## src/rtl/formula_eval_sequencer.sv

```systemverilog
// -----------------------------------------------------------------------------
// formula_eval_sequencer
// Drives one combinational check formula through every assignment of its free
// (unmasked) inputs. The run stops at the first vector that makes the formula
// output 0 and reports that vector as a counterexample. If every vector gives 1
// the run reports PROVED. An abort, or an exhausted evaluation budget, reports
// INCOMPLETE.
//
// Ports
//   clk        : single clock, all state updates on the rising edge
//   rst        : synchronous active-high reset
//   start      : 1-cycle run request, accepted only in IDLE
//   abort      : ends the current run at the next edge (status INCOMPLETE)
//   fixed_mask : 1 = bit held at fixed_val, 0 = bit enumerated (latched on start)
//   fixed_val  : values for the held bits (latched on start)
//   max_evals  : evaluation budget, 0 = unlimited (latched on start)
//   fm_in      : vector applied to the formula instance
//   fm_out     : formula result
//   busy       : high while a run is in progress
//   done       : 1-cycle pulse when a run ends
//   status     : 00 none, 01 PROVED, 10 CEX, 11 INCOMPLETE
//   cex_vec    : failing vector, valid when status = 10
//   eval_cnt   : vectors checked in the current/last run (saturating)
// -----------------------------------------------------------------------------
module formula_eval_sequencer #(
   parameter int N_VARS      = 55,
   parameter int FORMULA_LAT = 0,
   parameter int CNT_W       = 32
) (
   input  logic              clk,
   input  logic              rst,
   input  logic              start,
   input  logic              abort,
   input  logic [N_VARS-1:0] fixed_mask,
   input  logic [N_VARS-1:0] fixed_val,
   input  logic [CNT_W-1:0]  max_evals,
   output logic [N_VARS-1:0] fm_in,
   input  logic              fm_out,
   output logic              busy,
   output logic              done,
   output logic [1:0]        status,
   output logic [N_VARS-1:0] cex_vec,
   output logic [CNT_W-1:0]  eval_cnt
);

   localparam int WAIT_W = (FORMULA_LAT > 1) ? $clog2(FORMULA_LAT) : 1;
   // Wait-counter value on the last EVAL cycle; unused when FORMULA_LAT is 0.
   localparam logic [WAIT_W-1:0] WAIT_LAST = WAIT_W'((FORMULA_LAT > 0) ? (FORMULA_LAT - 1) : 0);

   localparam logic [1:0] ST_NONE       = 2'b00;
   localparam logic [1:0] ST_PROVED     = 2'b01;
   localparam logic [1:0] ST_CEX        = 2'b10;
   localparam logic [1:0] ST_INCOMPLETE = 2'b11;

   typedef enum logic [1:0] {
      S_IDLE  = 2'd0,
      S_EVAL  = 2'd1,
      S_CHECK = 2'd2,
      S_DONE  = 2'd3
   } state_t;

   state_t              r_state,  w_state;
   logic [N_VARS-1:0]   r_mask,   w_mask;
   logic [N_VARS-1:0]   r_val,    w_val;
   logic [CNT_W-1:0]    r_budget, w_budget;
   logic [N_VARS-1:0]   r_cur,    w_cur;
   logic [WAIT_W-1:0]   r_wait,   w_wait;
   logic                r_busy,   w_busy;
   logic                r_done,   w_done;
   logic [1:0]          r_status, w_status;
   logic [N_VARS-1:0]   r_cex,    w_cex;
   logic [CNT_W-1:0]    r_cnt,    w_cnt;

   logic [CNT_W-1:0]    w_cnt_inc;
   logic                w_last;
   logic [N_VARS-1:0]   w_next_cur;

   // Saturating count; the last vector is the one whose free bits are all 1.
   // The masked increment forces held bits to 1 so the carry skips over them.
   assign w_cnt_inc  = (r_cnt == {CNT_W{1'b1}}) ? r_cnt : (r_cnt + CNT_W'(1));
   assign w_last     = ((r_cur | r_mask) == {N_VARS{1'b1}});
   assign w_next_cur = (((r_cur | r_mask) + N_VARS'(1)) & ~r_mask) | (r_val & r_mask);

   // Next-state and next-output logic for the run sequencer.
   always_comb begin
      w_state  = r_state;
      w_mask   = r_mask;
      w_val    = r_val;
      w_budget = r_budget;
      w_cur    = r_cur;
      w_wait   = r_wait;
      w_busy   = r_busy;
      w_done   = 1'b0;
      w_status = r_status;
      w_cex    = r_cex;
      w_cnt    = r_cnt;
      case (r_state)
         S_IDLE: begin
            if (start && !abort) begin
               w_mask   = fixed_mask;
               w_val    = fixed_val;
               w_budget = max_evals;
               w_cur    = fixed_val & fixed_mask;
               w_cnt    = {CNT_W{1'b0}};
               w_wait   = {WAIT_W{1'b0}};
               w_status = ST_NONE;
               w_busy   = 1'b1;
               w_state  = (FORMULA_LAT == 0) ? S_CHECK : S_EVAL;
            end else begin
               w_state  = S_IDLE;
            end
         end
         S_EVAL: begin
            if (abort) begin
               w_status = ST_INCOMPLETE;
               w_busy   = 1'b0;
               w_done   = 1'b1;
               w_state  = S_DONE;
            end else if (r_wait == WAIT_LAST) begin
               w_state  = S_CHECK;
            end else begin
               w_wait   = r_wait + WAIT_W'(1);
            end
         end
         S_CHECK: begin
            if (abort) begin
               // fm_out is deliberately ignored on an abort cycle
               w_status = ST_INCOMPLETE;
               w_busy   = 1'b0;
               w_done   = 1'b1;
               w_state  = S_DONE;
            end else begin
               w_cnt = w_cnt_inc;
               if (!fm_out) begin
                  w_cex    = r_cur;
                  w_status = ST_CEX;
                  w_busy   = 1'b0;
                  w_done   = 1'b1;
                  w_state  = S_DONE;
               end else if (w_last) begin
                  w_status = ST_PROVED;
                  w_busy   = 1'b0;
                  w_done   = 1'b1;
                  w_state  = S_DONE;
               end else if ((r_budget != {CNT_W{1'b0}}) && (w_cnt_inc == r_budget)) begin
                  w_status = ST_INCOMPLETE;
                  w_busy   = 1'b0;
                  w_done   = 1'b1;
                  w_state  = S_DONE;
               end else begin
                  w_cur    = w_next_cur;
                  w_wait   = {WAIT_W{1'b0}};
                  w_state  = (FORMULA_LAT == 0) ? S_CHECK : S_EVAL;
               end
            end
         end
         S_DONE: begin
            w_state = S_IDLE;
         end
         default: begin
            w_state = S_IDLE;
         end
      endcase
   end

   // State and output registers with synchronous reset.
   always_ff @(posedge clk) begin
      if (rst) begin
         r_state  <= S_IDLE;
         r_mask   <= {N_VARS{1'b0}};
         r_val    <= {N_VARS{1'b0}};
         r_budget <= {CNT_W{1'b0}};
         r_cur    <= {N_VARS{1'b0}};
         r_wait   <= {WAIT_W{1'b0}};
         r_busy   <= 1'b0;
         r_done   <= 1'b0;
         r_status <= ST_NONE;
         r_cex    <= {N_VARS{1'b0}};
         r_cnt    <= {CNT_W{1'b0}};
      end else begin
         r_state  <= w_state;
         r_mask   <= w_mask;
         r_val    <= w_val;
         r_budget <= w_budget;
         r_cur    <= w_cur;
         r_wait   <= w_wait;
         r_busy   <= w_busy;
         r_done   <= w_done;
         r_status <= w_status;
         r_cex    <= w_cex;
         r_cnt    <= w_cnt;
      end
   end

   assign fm_in    = r_cur;
   assign busy     = r_busy;
   assign done     = r_done;
   assign status   = r_status;
   assign cex_vec  = r_cex;
   assign eval_cnt = r_cnt;

endmodule
```

## config.mk

```make
export PLATFORM = sky130hd
export DESIGN_NAME = formula_eval_sequencer
export DESIGN_NICKNAME = d
export VERILOG_FILES = /design/src/rtl/formula_eval_sequencer.sv
export SDC_FILE = /design/constraint.sdc
export NUM_CORES = 1
export LEC_CHECK = 0
export ABC_AREA = 1
export CAP_MARGIN = 30
export CORE_ASPECT_RATIO = 0.9
export CORE_UTILIZATION = 49
export CTS_CLUSTER_DIAMETER = 120
export DETAILED_ROUTE_END_ITERATION = 7
export PLACE_DENSITY = 0.76
export SYNTH_ARGS = -nofsm -noshare
export SYNTH_HDL_FRONTEND = slang
export SYNTH_SLANG_ARGS = --single-unit
```

## constraint.sdc

```tcl
create_clock -name clk -period 6 [get_ports clk]
set_clock_uncertainty 0.1 [all_clocks]
set_input_delay 1.8 -clock clk [delete_from_list [all_inputs] [get_ports clk]]
set_output_delay 1.8 -clock clk [all_outputs]
set_load 0.005 [all_outputs]
```

==> impl_summary.txt <==
----------------------------------------------------
[Critical path]
  Critical path data arrival time ... 4.49 ns
  Critical path buffers and inverters ... 2
  Type of the worst setup path ... reg2reg
  Cell with the largest stage delay on the worst path ... sky130_fd_sc_hd__nor2_1
  Cell family contributing the most delay on the critical path ... simple AND/OR/NAND/NOR gates
  Worst path most repeated cell ... sky130_fd_sc_hd__nand2_1
  Worst-case register-to-register setup slack ... roughly 1.9 ns
  CP Cell Sequence ... inv_1, nand2_1, ha_1, nand3_1, nor2_1, nand2_1, nor2_2, nand2_1, nor2_4, nand2_1, nor2_1, nand3_1, nand2_1, a21oi_4, nand2_2, buf_4, nand2_1, nand2_1, nor2_1
  Largest stage delay on the critical path ... 0.41 ns
  Crit path required time ... between 6 and 7 ns
  Category of the worst setup path capture point ... flop
  CP startpoint kind ... flop
  CP max FO ... 24

[Clock tree]
  Root Buffer Master ... sky130_fd_sc_hd__clkbuf_16
  Total clock sinks ... just under 300
  Clock slew seen by the registers of the worst setup and hold paths ... ~0.060 ns
  Number of clock buffers inserted by TritonCTS ... 31
  Clock H-tree levels ... 1
  Number of hold-repair buffers added at the cts stage ... 0
  CTS tree ... built
  Resized Gates After CTS ... 0
  Deepest clock path buffer count ... 3
  Clock latency on the worst-skew pair ... slightly below 0.6 ns
  Post-CTS setup buffers ... 0

[STA]
  Post-Route Hold Slack ... ~0.35 ns
  Relative slew slack ... 0.293
  Number of hold violations in the final report ... 0
  Timing-limited maximum frequency ... 242 MHz
  Worst-margin pin slew ... between 1 and 1.5 ns
  Period minus WS final ... around 4.1 ns
  Period utilisation layout ... 0.688
  Total setup violations reported at the end of the flow ... 0
  Pins over their slew limit ... 0
  Sum of negative setup slack ... 0 ns
  Setup repair after global routing missed its margin ... no

[Final layout]
  Fill cell count ... slightly below 3000
  Layout cells sized above 1 ... 0.0468
  Most frequent cells in the layout ... sky130_fd_sc_hd__nand2_1 (553), sky130_fd_sc_hd__nor2_1 (318), sky130_fd_sc_hd__clkdlybuf4s50_1 (292)
  Fin nets ... between 2000 and 3000
  Post-route cell area ... around 20000 um2
  P&R area growth vs syn ... 26.8%
  Share of the core filled with cells in the final layout ... 0.634
  Commonest non-fill, non-tap cell in the layout ... sky130_fd_sc_hd__nand2_1

[Route]
  ANT nets after route ... 0
  Wire length reported by the detailed router ... roughly 54000 um
  Average via count per standard cell ... 5.59
  Routed wire length per instance ... 17.7 um
  Number of DRC violations after detailed routing ... 0
  First-pass iteration count of the detailed router ... 8
  Violation count after the first detailed-route iteration ... approximately 2000
  Via count ... 17100

[Yosys]
  Syn_area_per_cell ... 6.43 um2
  Synthesized flop and latch total ... 290
  Fraction of the yosys area taken by sequential cells ... 0.375
  Instance count of the mapped netlist ... between 2000 and 2500
  YS warnings ... 0
  Number of nets produced by synthesis ... approximately 2600
  Cell area after synthesis ... 15500 um2
  Netlist cell types ... 42

[Global route]
  Antenna violations before repair ... 1
  Largest net degree at the start of global routing ... between 200 and 300
  Vias in the first global route ... approximately 15000
  First-pass GRT wire length ... between 80000 and 90000 um
  Leftover overflow at the end of global routing ... 0
  All-Layer GR Usage ... 0.322

[Die]
  Total Die Area ... between 30000 and 40000 um2
  X dimension of the die ... approximately 190 um
  Area of the core region ... around 31000 um2
  Floorplan row count ... 61
  Ports placed on the boundary ... 293
  Effective utilization at floorplan ... 0.500
  Die height ... 171 um

[Placed design]
  Placed cell areas ... about 19000 um2
  Count of buffers from port buffering ... 292
  Final weighted congestion in routability-driven placement ... around 1.1
  Post-DP HPWL ... between 30000 and 40000 um

[Pwr]
  Overall power consumption ... just over 0.005 W
  Relative contribution of combinational cells to total power ... 0.185
  Switching power of the nets ... between 0.001 and 0.0015 W
  Switching part of the total ... 0.286
  Clock network fraction of design power ... 0.387
  Share of power burned in registers ... 0.428
  Worst IR drop on VDD ... 0.000199 V
  Leakage dissipation ... a little under 8 nW
  P per Cell Area ... between 200 and 300 nW/um2
  Internal Power ... 0.00360 W

[Run]
  Number of max-cap violations ... 0

[Run status]
  Result of the run ... completed

[Worst hold path]
  Path type of the worst min-delay path ... reg2reg

----------------------------------------------------
[final cells by class]
class                      count  area, um2  share of cell area
multi-input combinational   1738       8200               0.417
timing repair buffer         307       3100               0.158
antenna                        1       2.50            0.000127
clock inverter                 5       56.3             0.00287
sequential                   290       5810               0.296
tap                          409        512              0.0261
inverter                     263        992              0.0505
clock buffer                  49        973              0.0496
[synth_stat cells (all sizes together)]
cell | count | share of area
a211oi | 2 | 0.00097
a21oi | 296 | 0.10
a22oi | 1 | 0.00048
a31o | 6 | 0.0034
a31oi | 6 | 0.0024
a32oi | 16 | 0.0090
a41oi | 2 | 0.0011
and2 | 1 | 0.00040
and3 | 1 | 0.00040
buf | 24 | 0.011
clkbuf | 95 | 0.023
clkinv | 4 | 0.00097
dfxtp | 290 | 0.37
ha | 6 | 0.0048
inv | 259 | 0.063
nand2 | 557 | 0.14
nand3 | 183 | 0.059
nand3b | 6 | 0.0029
nand4 | 33 | 0.013
nor2 | 326 | 0.082
nor3 | 21 | 0.0078
nor4 | 4 | 0.0016
o2111ai | 1 | 0.00057
o211ai | 6 | 0.0029
o21ai | 224 | 0.072
o21bai | 3 | 0.0015
o221ai | 5 | 0.0028
xnor2 | 8 | 0.0045
xor2 | 24 | 0.014
[worst min-delay path, cell delays in order, from the launching register on]
cell and delay, ns:
sky130_fd_sc_hd__dfxtp_1 0.31, sky130_fd_sc_hd__inv_1 0.05, sky130_fd_sc_hd__a21oi_1 0.05
[metal layers]
| layer | vias up | track usage | share of wire |
|---|---|---|---|
| li1 | 8307 | - | - |
| met1 | 7888 | 0.475 | 0.45 |
| met2 | 836 | 0.484 | 0.42 |
| met3 | 90 | 0.0533 | 0.10 |
| met4 | 0 | 0.0785 | 0.025 |
| met5 | - | 0 | 0 |
[path summary, 6_finish.rpt]
kind                   from         to  cells past startpoint
setup / recovery   fm_in[0]  fm_in[30]                     19
hold / removal    r_val[37]  r_val[37]                      2
setup reg to reg   fm_in[0]  fm_in[30]                     19
hold reg to reg   r_val[37]  r_val[37]                      2
[state kept, by name, summed over array words and instances (netlist names), 2 cells and up]
| signal | cells |
|---|---|
| cex_vec | 55 |
| fm_in | 55 |
| r_mask | 55 |
| r_val | 55 |
| eval_cnt | 32 |
| r_budget | 32 |
| r_state | 2 |
| status | 2 |
[power by group through the flow]
stage,sequential (W),combinational (W),clock (W)
floorplan,0.00217,0.000543,0
global placement,0.00219,0.000892,0
detailed placement,0.00220,0.000914,0
CTS,0.00216,0.000920,0.00197
global route,0.00217,0.00103,0.00205
finish,0.00216,0.000931,0.00195
[logic make-up (layout without fill, tap and decap cells)]
kind of cell,after synthesis,after routing,synth area share
AO/OA/AOI/OAI,568,568,0.201
XOR/XNOR,32,32,0.0181
adder cells (fa/ha/maj),6,6,0.00485
buffers and inverters,382,624,0.0980
flip-flops,290,290,0.375
other,0,1,0
AND/OR/NAND/NOR,1132,1132,0.304
[through the flow]
step / setup slack [ns] / cells
final: 1.87 / 3062
after global routing: 1.66 / 3062
after CTS: 1.85 / 3060
after detailed placement: 1.64 / 3006
after global placement: 1.73 / 3005
after floorplan: 2.86 / 2410
Power figures use the tool's default switching activity.
